<file path="src/rtl/sub_serial_if.sv">
// Operand/result bundle for the bit-serial subtractor; the master drives start and operands,
// the slave returns difference, borrow and status.
interface sub_serial_if #(
    parameter int WIDTH = 8
);
    logic             en;
    logic [WIDTH-1:0] a;
    logic [WIDTH-1:0] b;
    logic [WIDTH-1:0] out;
    logic             borrow;
    logic             busy;
    logic             done;

    modport master (
        output en, a, b,
        input  out, borrow, busy, done
    );

    modport slave (
        input  en, a, b,
        output out, borrow, busy, done
    );
endinterface

</file>
<file path="src/rtl/sub_serial.sv">
// Bit-serial 2's-complement subtractor, out = a - b LSB-first with a ripple borrow register.
// Latency WIDTH+1 clocks start-to-done; en is ignored while busy, and DONE restarts back-to-back.
module sub_serial #(
    parameter int WIDTH = 8,
    parameter int CNT_W = 3
) (
    input  logic        clk,
    input  logic        rst,
    sub_serial_if.slave bus
);
    typedef enum logic [1:0] {
        IDLE = 2'd0,
        SUB  = 2'd1,
        DONE = 2'd2,
        ILL  = 2'd3
    } state_t;

    state_t             state_q, state_d;
    logic [WIDTH-1:0]   a_q, a_d;
    logic [WIDTH-1:0]   b_q, b_d;
    logic [WIDTH-1:0]   out_q, out_d;
    logic               borrow_q, borrow_d;
    logic               brw_q, brw_d;
    logic [CNT_W-1:0]   cnt_q, cnt_d;

    logic               d_bit;
    logic               brw_nxt;

    assign d_bit   = a_q[0] ^ b_q[0] ^ brw_q;
    assign brw_nxt = (~a_q[0] & b_q[0]) | (~a_q[0] & brw_q) | (b_q[0] & brw_q);

    always_ff @(posedge clk or negedge rst) begin
        if (!rst) begin
            state_q  <= IDLE;
            a_q      <= '0;
            b_q      <= '0;
            out_q    <= '0;
            borrow_q <= 1'b0;
            brw_q    <= 1'b0;
            cnt_q    <= '0;
        end else begin
            state_q  <= state_d;
            a_q      <= a_d;
            b_q      <= b_d;
            out_q    <= out_d;
            borrow_q <= borrow_d;
            brw_q    <= brw_d;
            cnt_q    <= cnt_d;
        end
    end

    always_comb begin
        state_d  = state_q;
        a_d      = a_q;
        b_d      = b_q;
        out_d    = out_q;
        borrow_d = borrow_q;
        brw_d    = brw_q;
        cnt_d    = cnt_q;
        case (state_q)
            IDLE, DONE: begin
                if (bus.en) begin
                    a_d      = bus.a;
                    b_d      = bus.b;
                    out_d    = '0;
                    brw_d    = 1'b0;
                    borrow_d = 1'b0;
                    cnt_d    = '0;
                    state_d  = SUB;
                end
            end
            SUB: begin
                // Difference bits enter at the MSB so the LSB lands in bit 0 after WIDTH shifts
                out_d = {d_bit, out_q[WIDTH-1:1]};
                a_d   = a_q >> 1;
                b_d   = b_q >> 1;
                brw_d = brw_nxt;
                cnt_d = cnt_q + CNT_W'(1);
                if (cnt_q == CNT_W'(WIDTH - 1)) begin
                    borrow_d = brw_nxt;
                    state_d  = DONE;
                end
            end
            default: state_d = IDLE;
        endcase
    end

    assign bus.out    = out_q;
    assign bus.borrow = borrow_q;
    assign bus.busy   = (state_q == SUB);
    assign bus.done   = (state_q == DONE);
endmodule

</file>
<file path="src/flat_wrapper.sv">
// flat-port wrapper written by rule: the top's interface ports become plain ports
module sub_serial_flat 
#(
    parameter int WIDTH = 8,
    parameter int CNT_W = 3
)
  (clk, rst, bus_en, bus_a, bus_b, bus_out, bus_borrow, bus_busy, bus_done);
  sub_serial_if #(.WIDTH(WIDTH)) bus_i ();
  input  logic clk;
  input  logic rst;
  input wire logic [$bits(bus_i.en)-1:0] bus_en;
  input wire logic [$bits(bus_i.a)-1:0] bus_a;
  input wire logic [$bits(bus_i.b)-1:0] bus_b;
  output wire logic [$bits(bus_i.out)-1:0] bus_out;
  output wire logic [$bits(bus_i.borrow)-1:0] bus_borrow;
  output wire logic [$bits(bus_i.busy)-1:0] bus_busy;
  output wire logic [$bits(bus_i.done)-1:0] bus_done;
  assign bus_i.en = bus_en;
  assign bus_i.a = bus_a;
  assign bus_i.b = bus_b;
  assign bus_out = bus_i.out;
  assign bus_borrow = bus_i.borrow;
  assign bus_busy = bus_i.busy;
  assign bus_done = bus_i.done;
  sub_serial #(.WIDTH(WIDTH), .CNT_W(CNT_W)) u_core (.clk(clk), .rst(rst), .bus(bus_i));
endmodule
</file>
<file path="config.mk">
export PLATFORM = sky130hd
export DESIGN_NAME = sub_serial_flat
export DESIGN_NICKNAME = d
export VERILOG_FILES = /design/src/rtl/sub_serial_if.sv /design/src/rtl/sub_serial.sv /design/src/flat_wrapper.sv
export SDC_FILE = /design/constraint.sdc
export NUM_CORES = 1
export LEC_CHECK = 0
export BUFFER_PORTS_ARGS = -buffer_cell sky130_fd_sc_hd__buf_2
export CAP_MARGIN = 20
export CORE_MARGIN = 1
export CORE_UTILIZATION = 55
export DETAILED_ROUTE_END_ITERATION = 16
export GPL_TIMING_DRIVEN = 1
export PLACE_DENSITY = 0.74
export SYNTH_ARGS = -nofsm -noshare
export SYNTH_HDL_FRONTEND = slang
export SYNTH_SLANG_ARGS = --single-unit
export TNS_END_PERCENT = 20
</file>
<file path="constraint.sdc">
create_clock -name clk -period 2 [get_ports clk]
set_input_delay 0.6 -clock clk [delete_from_list [all_inputs] [get_ports clk]]
set_output_delay 0.6 -clock clk [all_outputs]
set_load 0.05 [all_outputs]
</file>
==> report_table.html, run 1 <==
<table>
<tr><th>Metric</th><th>Value</th></tr>
<tr><th colspan="2">Run status</th></tr>
<tr><td>Result of the run</td><td>completed</td></tr>
<tr><th colspan="2">Floorplan</th></tr>
<tr><td>Top Ports</td><td>30</td></tr>
<tr><td>Starting density of the core</td><td>57.3%</td></tr>
<tr><td>Full die area</td><td>3380 sq um</td></tr>
<tr><td>Floorplan die height</td><td>58.2 um</td></tr>
<tr><td>Horizontal extent of the die</td><td>58.2 um</td></tr>
<tr><td>Core region area</td><td>3030 sq um</td></tr>
<tr><td>Number of rows in the core area</td><td>20</td></tr>
<tr><th colspan="2">Clock network</th></tr>
<tr><td>H-tree depth</td><td>2</td></tr>
<tr><td>Number of clock buffers inserted by TritonCTS</td><td>5</td></tr>
<tr><td>TritonCTS clock tree</td><td>yes</td></tr>
<tr><td>Deepest clock path buffer count</td><td>2</td></tr>
<tr><td>Post-cts hold buffer count</td><td>0</td></tr>
<tr><td>Reg clk slew, reported paths</td><td>100 ps</td></tr>
<tr><td>Clk_lat worst skew</td><td>330 ps</td></tr>
<tr><td>Cell chosen for the clock root</td><td>sky130_fd_sc_hd__clkbuf_4</td></tr>
<tr><td>Total clock sinks</td><td>31</td></tr>
<tr><th colspan="2">Synthesis</th></tr>
<tr><td>Number of nets in the synthesized netlist</td><td>183</td></tr>
<tr><td>Leading post-synthesis cells by cell area</td><td>sky130_fd_sc_hd__dfrtp_1 (45%), sky130_fd_sc_hd__mux2i_1 (9.2%), sky130_fd_sc_hd__mux2_2 (7.1%), sky130_fd_sc_hd__a211oi_1 (6.1%), sky130_fd_sc_hd__nor2b_1 (5.8%)</td></tr>
<tr><td>Cell type with the largest total area after synthesis</td><td>sky130_fd_sc_hd__dfrtp_1</td></tr>
<tr><td>Most frequently used cell type in the post-synthesis netlist</td><td>sky130_fd_sc_hd__dfrtp_1</td></tr>
<tr><td>Number of synthesized register bits</td><td>31</td></tr>
<tr><td>Yosys warns</td><td>0</td></tr>
<tr><td>Combined area of all synthesized cells</td><td>1740 sq um</td></tr>
<tr><td>Post-synth EDFFs</td><td>0</td></tr>
<tr><td>Top flip-flop cell by instance count after synthesis</td><td>sky130_fd_sc_hd__dfrtp_1</td></tr>
<tr><td>Top cell types by occurrence after synthesis</td><td>sky130_fd_sc_hd__dfrtp_1 (31), sky130_fd_sc_hd__mux2i_1 (16), sky130_fd_sc_hd__nor2b_1 (16)</td></tr>
<tr><td>Average instance area after synthesis</td><td>10.8 sq um</td></tr>
<tr><td>Count of unique library cells instantiated by Yosys</td><td>24</td></tr>
<tr><td>Post-synthesis async set-or-reset flop share</td><td>100%</td></tr>
<tr><td>Top cell type's share of synthesized area</td><td>44.7%</td></tr>
<tr><td>Register area share after synthesis</td><td>44.7%</td></tr>
<tr><td>Cells after synthesis</td><td>161</td></tr>
<tr><th colspan="2">Timing</th></tr>
<tr><td>Setup repair after global routing missed its margin</td><td>false</td></tr>
<tr><td>Clock skew</td><td>12.8 ps</td></tr>
<tr><td>Fraction of the cycle the final worst path needs</td><td>93.7%</td></tr>
<tr><td>Final-report hold violation count</td><td>0</td></tr>
<tr><td>Crit path time final</td><td>1870 ps</td></tr>
<tr><td>Transition time of the tightest slew-check pin</td><td>681 ps</td></tr>
<tr><td>Fmax</td><td>533 MHz</td></tr>
<tr><td>Max-slew headroom</td><td>54.6%</td></tr>
<tr><td>Sum Neg Setup Slack</td><td>0 ps</td></tr>
<tr><td>Final worst-path setup slack</td><td>125 ps</td></tr>
<tr><td>Number of pins with negative max-slew slack in the final report</td><td>0</td></tr>
<tr><td>Setup-violating endpoint count in the final report</td><td>0</td></tr>
<tr><td>Min Hold Slack</td><td>297 ps</td></tr>
<tr><th colspan="2">Finish</th></tr>
<tr><td>Final core area utilization</td><td>63.4%</td></tr>
<tr><td>Number of antenna diodes</td><td>0</td></tr>
<tr><td>Signed area change from the synthesized netlist to the final layout</td><td>10.6%</td></tr>
<tr><td>Fin nets</td><td>209</td></tr>
<tr><td>Fraction of layout instances using a drive strength above 1</td><td>28.7%</td></tr>
<tr><td>Post-route non-filler standard cell count</td><td>232</td></tr>
<tr><td>Final design instance area without fill</td><td>1920 sq um</td></tr>
<tr><th colspan="2">Global route</th></tr>
<tr><td>Wire length of the first global-routing pass</td><td>5.11 mm</td></tr>
<tr><td>Number of global-route vias before repair</td><td>1144</td></tr>
<tr><td>Maximum number of pins on one net before global-route repair</td><td>41</td></tr>
<tr><td>Total routing resource utilization after global routing</td><td>20.6%</td></tr>
<tr><td>Initial antenna violation count</td><td>0</td></tr>
<tr><td>Gr ovfl total</td><td>0</td></tr>
<tr><th colspan="2">Critical path</th></tr>
<tr><td>Crit path kind</td><td>register to output pin</td></tr>
<tr><td>Arrival time reported for the critical path endpoint</td><td>1270 ps</td></tr>
<tr><td>Critical path capture point type</td><td>output pin</td></tr>
<tr><td>Maximum net fanout on the critical path</td><td>9</td></tr>
<tr><td>Worst Setup Start Kind</td><td>register</td></tr>
<tr><td>Endpoint required time on the critical path</td><td>1400 ps</td></tr>
<tr><th colspan="2">Power</th></tr>
<tr><td>Proportion of power drawn by flip-flops and latches</td><td>39.2%</td></tr>
<tr><td>Power per cell area</td><td>1530 nW/um^2</td></tr>
<tr><td>Net switching power</td><td>1.24 mW</td></tr>
<tr><td>Logic pwr share</td><td>49.3%</td></tr>
<tr><td>Internal power component</td><td>1.69 mW</td></tr>
<tr><td>Power Total</td><td>2.93 mW</td></tr>
<tr><td>Static leakage</td><td>0.834 nW</td></tr>
<tr><td>Max VDD drop</td><td>0.000768 V</td></tr>
<tr><td>Net Sw Frac</td><td>42.4%</td></tr>
<tr><td>Power share of the clock group</td><td>11.5%</td></tr>
<tr><th colspan="2">Routing</th></tr>
<tr><td>Initial DRC count</td><td>30</td></tr>
<tr><td>Number of search-and-repair iterations in the first detailed-routing pass</td><td>4</td></tr>
<tr><td>Count of antenna-violating nets left after detailed routing</td><td>0</td></tr>
<tr><td>Routed wire length</td><td>3.03 mm</td></tr>
<tr><td>Via count of the routed design</td><td>1266</td></tr>
<tr><td>Wire length per cell</td><td>13.1 um</td></tr>
<tr><td>Post-route DRC violation count</td><td>0</td></tr>
<tr><td>Via count normalized by instance count</td><td>5.46</td></tr>
<tr><th colspan="2">Place</th></tr>
<tr><td>Post-placement cell count</td><td>224</td></tr>
<tr><td>Pre-CTS WS</td><td>221 ps</td></tr>
<tr><td>HPWL after DPL</td><td>2.02 mm</td></tr>
<tr><td>Final weighted congestion in routability-driven placement</td><td>0.694</td></tr>
<tr><td>PortBufs</td><td>29</td></tr>
<tr><td>Post-placement cell area</td><td>1870 sq um</td></tr>
<tr><th colspan="2">Worst hold path</th></tr>
<tr><td>Classification of the worst-slack hold path</td><td>input port to async pin</td></tr>
<tr><th colspan="2">Run</th></tr>
<tr><td>Max-capacitance violation count</td><td>0</td></tr>
</table>
-- power by group through the flow --
stage / sequential [mW] / combinational (mW) / clock, mW
6_report: 1.15 / 1.45 / 0.338
5_1_grt: 1.20 / 1.59 / 0.384
4_1_cts: 1.15 / 1.46 / 0.353
3_5_place_dp: 1.16 / 1.46 / 0
3_3_place_gp: 1.14 / 1.40 / 0
2_1_floorplan: 1.35 / 0.994 / 0
-- cell type report --
cell class / count / area (sq um)
clock buffer: 7 / 45.0
clock inverter: 1 / 5.00
fill: 267 / 1110
inverter: 1 / 3.75
multi-input combinational: 115 / 858
sequential: 31 / 777
tap: 44 / 55.1
timing repair buffer: 33 / 175
-- cell usage in the layout (no fill, tap or decap) --
cell,instances
sky130_fd_sc_hd__nand2b_1,10
sky130_fd_sc_hd__buf_2,29
sky130_fd_sc_hd__clkbuf_1,2
sky130_fd_sc_hd__mux2_4,1
sky130_fd_sc_hd__a21oi_1,14
sky130_fd_sc_hd__xnor2_1,1
sky130_fd_sc_hd__ha_1,2
sky130_fd_sc_hd__o21ai_0,10
sky130_fd_sc_hd__clkbuf_4,5
sky130_fd_sc_hd__fa_1,1
sky130_fd_sc_hd__mux2_2,11
sky130_fd_sc_hd__buf_4,4
sky130_fd_sc_hd__nand3_1,3
sky130_fd_sc_hd__inv_1,1
sky130_fd_sc_hd__nor2b_2,1
sky130_fd_sc_hd__mux2i_1,16
sky130_fd_sc_hd__a22o_1,6
sky130_fd_sc_hd__dfrtp_2,1
sky130_fd_sc_hd__nor2_1,2
sky130_fd_sc_hd__dfrtp_1,30
sky130_fd_sc_hd__clkinv_2,1
sky130_fd_sc_hd__nor2b_1,15
sky130_fd_sc_hd__nand2_1,7
sky130_fd_sc_hd__a211oi_1,14
sky130_fd_sc_hd__nand2b_4,1
-- critical path, stage by stage, from the launching register on --
cell	delay (ps)
sky130_fd_sc_hd__dfrtp_2	460
sky130_fd_sc_hd__nor2b_1	200
sky130_fd_sc_hd__buf_2	290
-- state kept, by name, summed over array words and instances, names as in the netlist --
signal and flops:
u_core.a_q 8, u_core.b_q 8, u_core.bus.out 8, u_core.cnt_q 3, u_core.state_q 2, u_core.brw_q 1, u_core.bus.borrow 1
-- cell families (layout without fill, tap and decap cells) --
logic type / Yosys count / after routing / synth area share (%)
xor+xnor: 1 / 1 / 0.505
fa+ha+maj: 3 / 3 / 2.60
flops: 31 / 31 / 44.7
mux: 28 / 28 / 17.2
simple gates: 39 / 39 / 13.0
buf+inv: 15 / 42 / 5.98
compound gates: 44 / 44 / 16.0
-- metal layers --
layer	up-vias	routed length, um	global-route usage [%]
li1	625	-	-
met1	608	1350	25.4
met2	27	1500	33.8
met3	6	131	6.70
met4	0	43	7.14
met5	-	0	0
-- what timing repair did --
item | CTS | global route
gates resized for setup | 0 | 1
endpoints found under the setup margin | 0 | 1
setup buffers | 0 | 0
hold endpoints to repair | 0 | 0
-- worst paths after layout --
path | slack (ps) | endpoint | depth (start not counted) | start
setup / recovery | 130 | bus_busy | 2 | u_core.state_q[0]
hold / removal | 300 | u_core.cnt_q[2] | 1 | rst
setup reg to reg | 470 | u_core.bus.borrow | 5 | u_core.cnt_q[0]
hold reg to reg | 530 | u_core.bus.out[0] | 1 | u_core.bus.out[0]
max in group asynchronous | 1220 | u_core.state_q[0] | 1 | rst
min in group clk | 530 | u_core.bus.out[0] | 1 | u_core.bus.out[0]
Note: power is estimated with default switching activity, not from simulation.
==> inputs of run 2 (changes only) <==
--- a/config.mk
+++ b/config.mk
@@ -7,11 +7,10 @@
 export LEC_CHECK = 0
 export BUFFER_PORTS_ARGS = -buffer_cell sky130_fd_sc_hd__buf_2
 export CAP_MARGIN = 20
-export CORE_MARGIN = 1
 export CORE_UTILIZATION = 55
 export DETAILED_ROUTE_END_ITERATION = 16
 export GPL_TIMING_DRIVEN = 1
-export PLACE_DENSITY = 0.74
+export PLACE_DENSITY_LB_ADDON = 0.12
 export SYNTH_ARGS = -nofsm -noshare
 export SYNTH_HDL_FRONTEND = slang
 export SYNTH_SLANG_ARGS = --single-unit
==> run 2 against run 1 <==
Sequential share of layout area barely moved. Critical endpoint unchanged. Final cell count fell by 0.43%. Setup slack improved by 65 ps. Global-route usage rose by 0.15 points. Via count fell by 3.1%. Critical path depth did not move. Design area fell by 0.13%. Routed wire length fell by 4.4%. Fmax rose by 3.6%.
==> report_table.html, run 2 (synthesis results as in run 1) <==
<table>
<tr><th>Metric</th><th>Value</th></tr>
<tr><th colspan="2">Run status</th></tr>
<tr><td>Result of the run</td><td>completed (unchanged)</td></tr>
<tr><th colspan="2">Clock network</th></tr>
<tr><td>Total clock sinks</td><td>31 (unchanged)</td></tr>
<tr><td>Reg clk slew, reported paths</td><td>80 ps (was 100 ps)</td></tr>
<tr><td>Number of resized instances in the post-cts repair step</td><td>0 (unchanged)</td></tr>
<tr><td>Post-cts hold buffer count</td><td>0 (unchanged)</td></tr>
<tr><td>H-tree depth</td><td>2 (unchanged)</td></tr>
<tr><td>Deepest clock path buffer count</td><td>2 (unchanged)</td></tr>
<tr><td>TritonCTS clock tree</td><td>yes (unchanged)</td></tr>
<tr><td>Cell chosen for the clock root</td><td>sky130_fd_sc_hd__clkbuf_4 (unchanged)</td></tr>
<tr><td>Clk_lat worst skew</td><td>320 ps (was 330 ps)</td></tr>
<tr><td>Number of buffers inserted to repair setup after CTS</td><td>0 (unchanged)</td></tr>
<tr><td>Number of clock buffers inserted by TritonCTS</td><td>5 (unchanged)</td></tr>
<tr><th colspan="2">Timing</th></tr>
<tr><td>Setup repair after global routing missed its margin</td><td>false (unchanged)</td></tr>
<tr><td>Sum Neg Setup Slack</td><td>0 ps (unchanged)</td></tr>
<tr><td>Fmax</td><td>553 MHz (was 533 MHz)</td></tr>
<tr><td>Final-report hold violation count</td><td>0 (unchanged)</td></tr>
<tr><td>Setup-violating endpoint count in the final report</td><td>0 (unchanged)</td></tr>
<tr><td>Max-slew headroom</td><td>54.7% (was 54.6%)</td></tr>
<tr><td>Crit path time final</td><td>1810 ps (was 1870 ps)</td></tr>
<tr><td>Clock skew</td><td>8.01 ps (was 12.8 ps)</td></tr>
<tr><td>Number of pins with negative max-slew slack in the final report</td><td>0 (unchanged)</td></tr>
<tr><td>Fraction of the cycle the final worst path needs</td><td>90.5% (was 93.7%)</td></tr>
<tr><td>Transition time of the tightest slew-check pin</td><td>679 ps (was 681 ps)</td></tr>
<tr><th colspan="2">Floorplan</th></tr>
<tr><td>Starting density of the core</td><td>57.3% (unchanged)</td></tr>
<tr><td>Full die area</td><td>3380 sq um (unchanged)</td></tr>
<tr><td>Top Ports</td><td>30 (unchanged)</td></tr>
<tr><td>Number of rows in the core area</td><td>20 (unchanged)</td></tr>
<tr><td>Floorplan die height</td><td>58.2 um (unchanged)</td></tr>
<tr><td>Horizontal extent of the die</td><td>58.2 um (unchanged)</td></tr>
<tr><td>Core region area</td><td>3030 sq um (unchanged)</td></tr>
<tr><th colspan="2">Finish</th></tr>
<tr><td>Post-route non-filler standard cell count</td><td>231 (was 232)</td></tr>
<tr><td>Fraction of layout instances using a drive strength above 1</td><td>28.3% (was 28.7%)</td></tr>
<tr><td>Number of antenna diodes</td><td>0 (unchanged)</td></tr>
<tr><td>Signed area change from the synthesized netlist to the final layout</td><td>10.5% (was 10.6%)</td></tr>
<tr><td>Leading cell type in the layout, fill and taps excluded</td><td>sky130_fd_sc_hd__dfrtp_1 (unchanged)</td></tr>
<tr><td>Fin nets</td><td>210 (was 209)</td></tr>
<tr><td>Most used cells in the layout excluding fill and tap cells</td><td>sky130_fd_sc_hd__dfrtp_1 (31), sky130_fd_sc_hd__buf_2 (29), sky130_fd_sc_hd__mux2i_1 (16), sky130_fd_sc_hd__nor2b_1 (15) (was sky130_fd_sc_hd__dfrtp_1 (30), sky130_fd_sc_hd__buf_2 (29), sky130_fd_sc_hd__mux2i_1 (16), sky130_fd_sc_hd__nor2b_1 (15))</td></tr>
<tr><td>Final design instance area without fill</td><td>1920 sq um (about the same)</td></tr>
<tr><th colspan="2">Worst hold path</th></tr>
<tr><td>Classification of the worst-slack hold path</td><td>input port to async pin (unchanged)</td></tr>
<tr><th colspan="2">Routing</th></tr>
<tr><td>Number of search-and-repair iterations in the first detailed-routing pass</td><td>2 (was 4)</td></tr>
<tr><td>Initial DRC count</td><td>20 (was 30)</td></tr>
<tr><td>Wire length per cell</td><td>12.6 um (was 13.1 um)</td></tr>
<tr><td>Routed wire length</td><td>2.90 mm (was 3.03 mm)</td></tr>
<tr><td>Via count normalized by instance count</td><td>5.31 (was 5.46)</td></tr>
<tr><td>Post-route DRC violation count</td><td>0 (unchanged)</td></tr>
<tr><td>Via count of the routed design</td><td>1227 (was 1266)</td></tr>
<tr><td>Count of antenna-violating nets left after detailed routing</td><td>0 (unchanged)</td></tr>
<tr><th colspan="2">Global route</th></tr>
<tr><td>Maximum number of pins on one net before global-route repair</td><td>36 (was 41)</td></tr>
<tr><td>Initial antenna violation count</td><td>0 (unchanged)</td></tr>
<tr><td>Gr ovfl total</td><td>0 (unchanged)</td></tr>
<tr><td>Number of global-route vias before repair</td><td>1234 (was 1144)</td></tr>
<tr><td>Total routing resource utilization after global routing</td><td>20.7% (was 20.6%)</td></tr>
<tr><td>Wire length of the first global-routing pass</td><td>5.14 mm (was 5.11 mm)</td></tr>
<tr><th colspan="2">Critical path</th></tr>
<tr><td>Crit path kind</td><td>register to output pin (unchanged)</td></tr>
<tr><td>Endpoint required time on the critical path</td><td>1400 ps (about the same)</td></tr>
<tr><td>FF-to-FF setup slack</td><td>460 ps (was 470 ps)</td></tr>
<tr><td>Arrival time reported for the critical path endpoint</td><td>1210 ps (was 1270 ps)</td></tr>
<tr><td>Critical path capture point type</td><td>output pin (unchanged)</td></tr>
<tr><td>Worst Setup Start Kind</td><td>register (unchanged)</td></tr>
<tr><td>Maximum net fanout on the critical path</td><td>5 (was 9)</td></tr>
<tr><th colspan="2">Power</th></tr>
<tr><td>Power per cell area</td><td>1510 nW/um^2 (was 1530 nW/um^2)</td></tr>
<tr><td>Max VDD drop</td><td>0.000621 V (was 0.000768 V)</td></tr>
<tr><td>Static leakage</td><td>0.835 nW (was 0.834 nW)</td></tr>
<tr><th colspan="2">Place</th></tr>
<tr><td>Post-placement cell area</td><td>1880 sq um (was 1870 sq um)</td></tr>
<tr><td>Final weighted congestion in routability-driven placement</td><td>0.669 (was 0.694)</td></tr>
<tr><td>HPWL after DPL</td><td>1.96 mm (was 2.02 mm)</td></tr>
<tr><td>PortBufs</td><td>29 (unchanged)</td></tr>
<tr><td>Post-placement cell count</td><td>225 (was 224)</td></tr>
<tr><th colspan="2">Run</th></tr>
<tr><td>Max-capacitance violation count</td><td>0 (unchanged)</td></tr>
</table>
[run 2: changes by cell type in the layout (fill, tap and decap cells not counted), sizes merged]
cell / change
buf: +1
clkbuf: -1
clkinv: -1
[run 2: routing by layer]
layer  global-route usage (%)  up-vias  part of all wire, %
met3                     7.81        2                  3.7
li1                         -      622                    -
met2                     33.5       25                   48
met4                     9.86        0                  1.0
met5                        0        -                    0
met1                     24.3      578                   47
[run 2: final timing paths]
path,from,endpoint,cells past startpoint
worst max-delay path,u_core.state_q[0],bus_busy,2
worst min-delay path,rst,u_core.b_q[6],1
worst max register to register,u_core.cnt_q[0],u_core.bus.borrow,5
worst min register to register,u_core.bus.out[0],u_core.bus.out[0],1
max in group asynchronous,rst,u_core.brw_q,1
min in group clk,u_core.bus.out[0],u_core.bus.out[0],1
[run 2: per-stage QoR]
stage / hold WS, ps / power [mW] / utilization [%] / worst slack [ps]
floorplan: 304 / 2.35 / - / 188
global placement: 498 / 2.54 / 61.9 / 330
detailed placement: 510 / 2.61 / 61.9 / 296
CTS: 323 / 2.93 / 63.3 / 168
global route: 341 / 3.15 / 63.3 / 82.4
finish: 318 / 2.89 / 63.3 / 191
[run 2: final cells by class]
type	instances	area, sq um
Clock buffer	6	41.3
Fill cell	265	1110
Inverter	1	3.75
Multi-Input combinational cell	115	858
Sequential cell	31	776
Tap cell	44	55.1
Timing Repair Buffer	34	183
[run 2: critical path, stage by stage (launching register included)]
cell	delay (ps)
sky130_fd_sc_hd__dfrtp_1	420
sky130_fd_sc_hd__nor2b_1	190
sky130_fd_sc_hd__buf_2	280
[run 2: power breakdown]
part           switching [mW]  internal, mW
Clock                   0.187         0.125
Sequential              0.220         0.913
Combinational           0.808         0.639
Total                    1.22          1.68
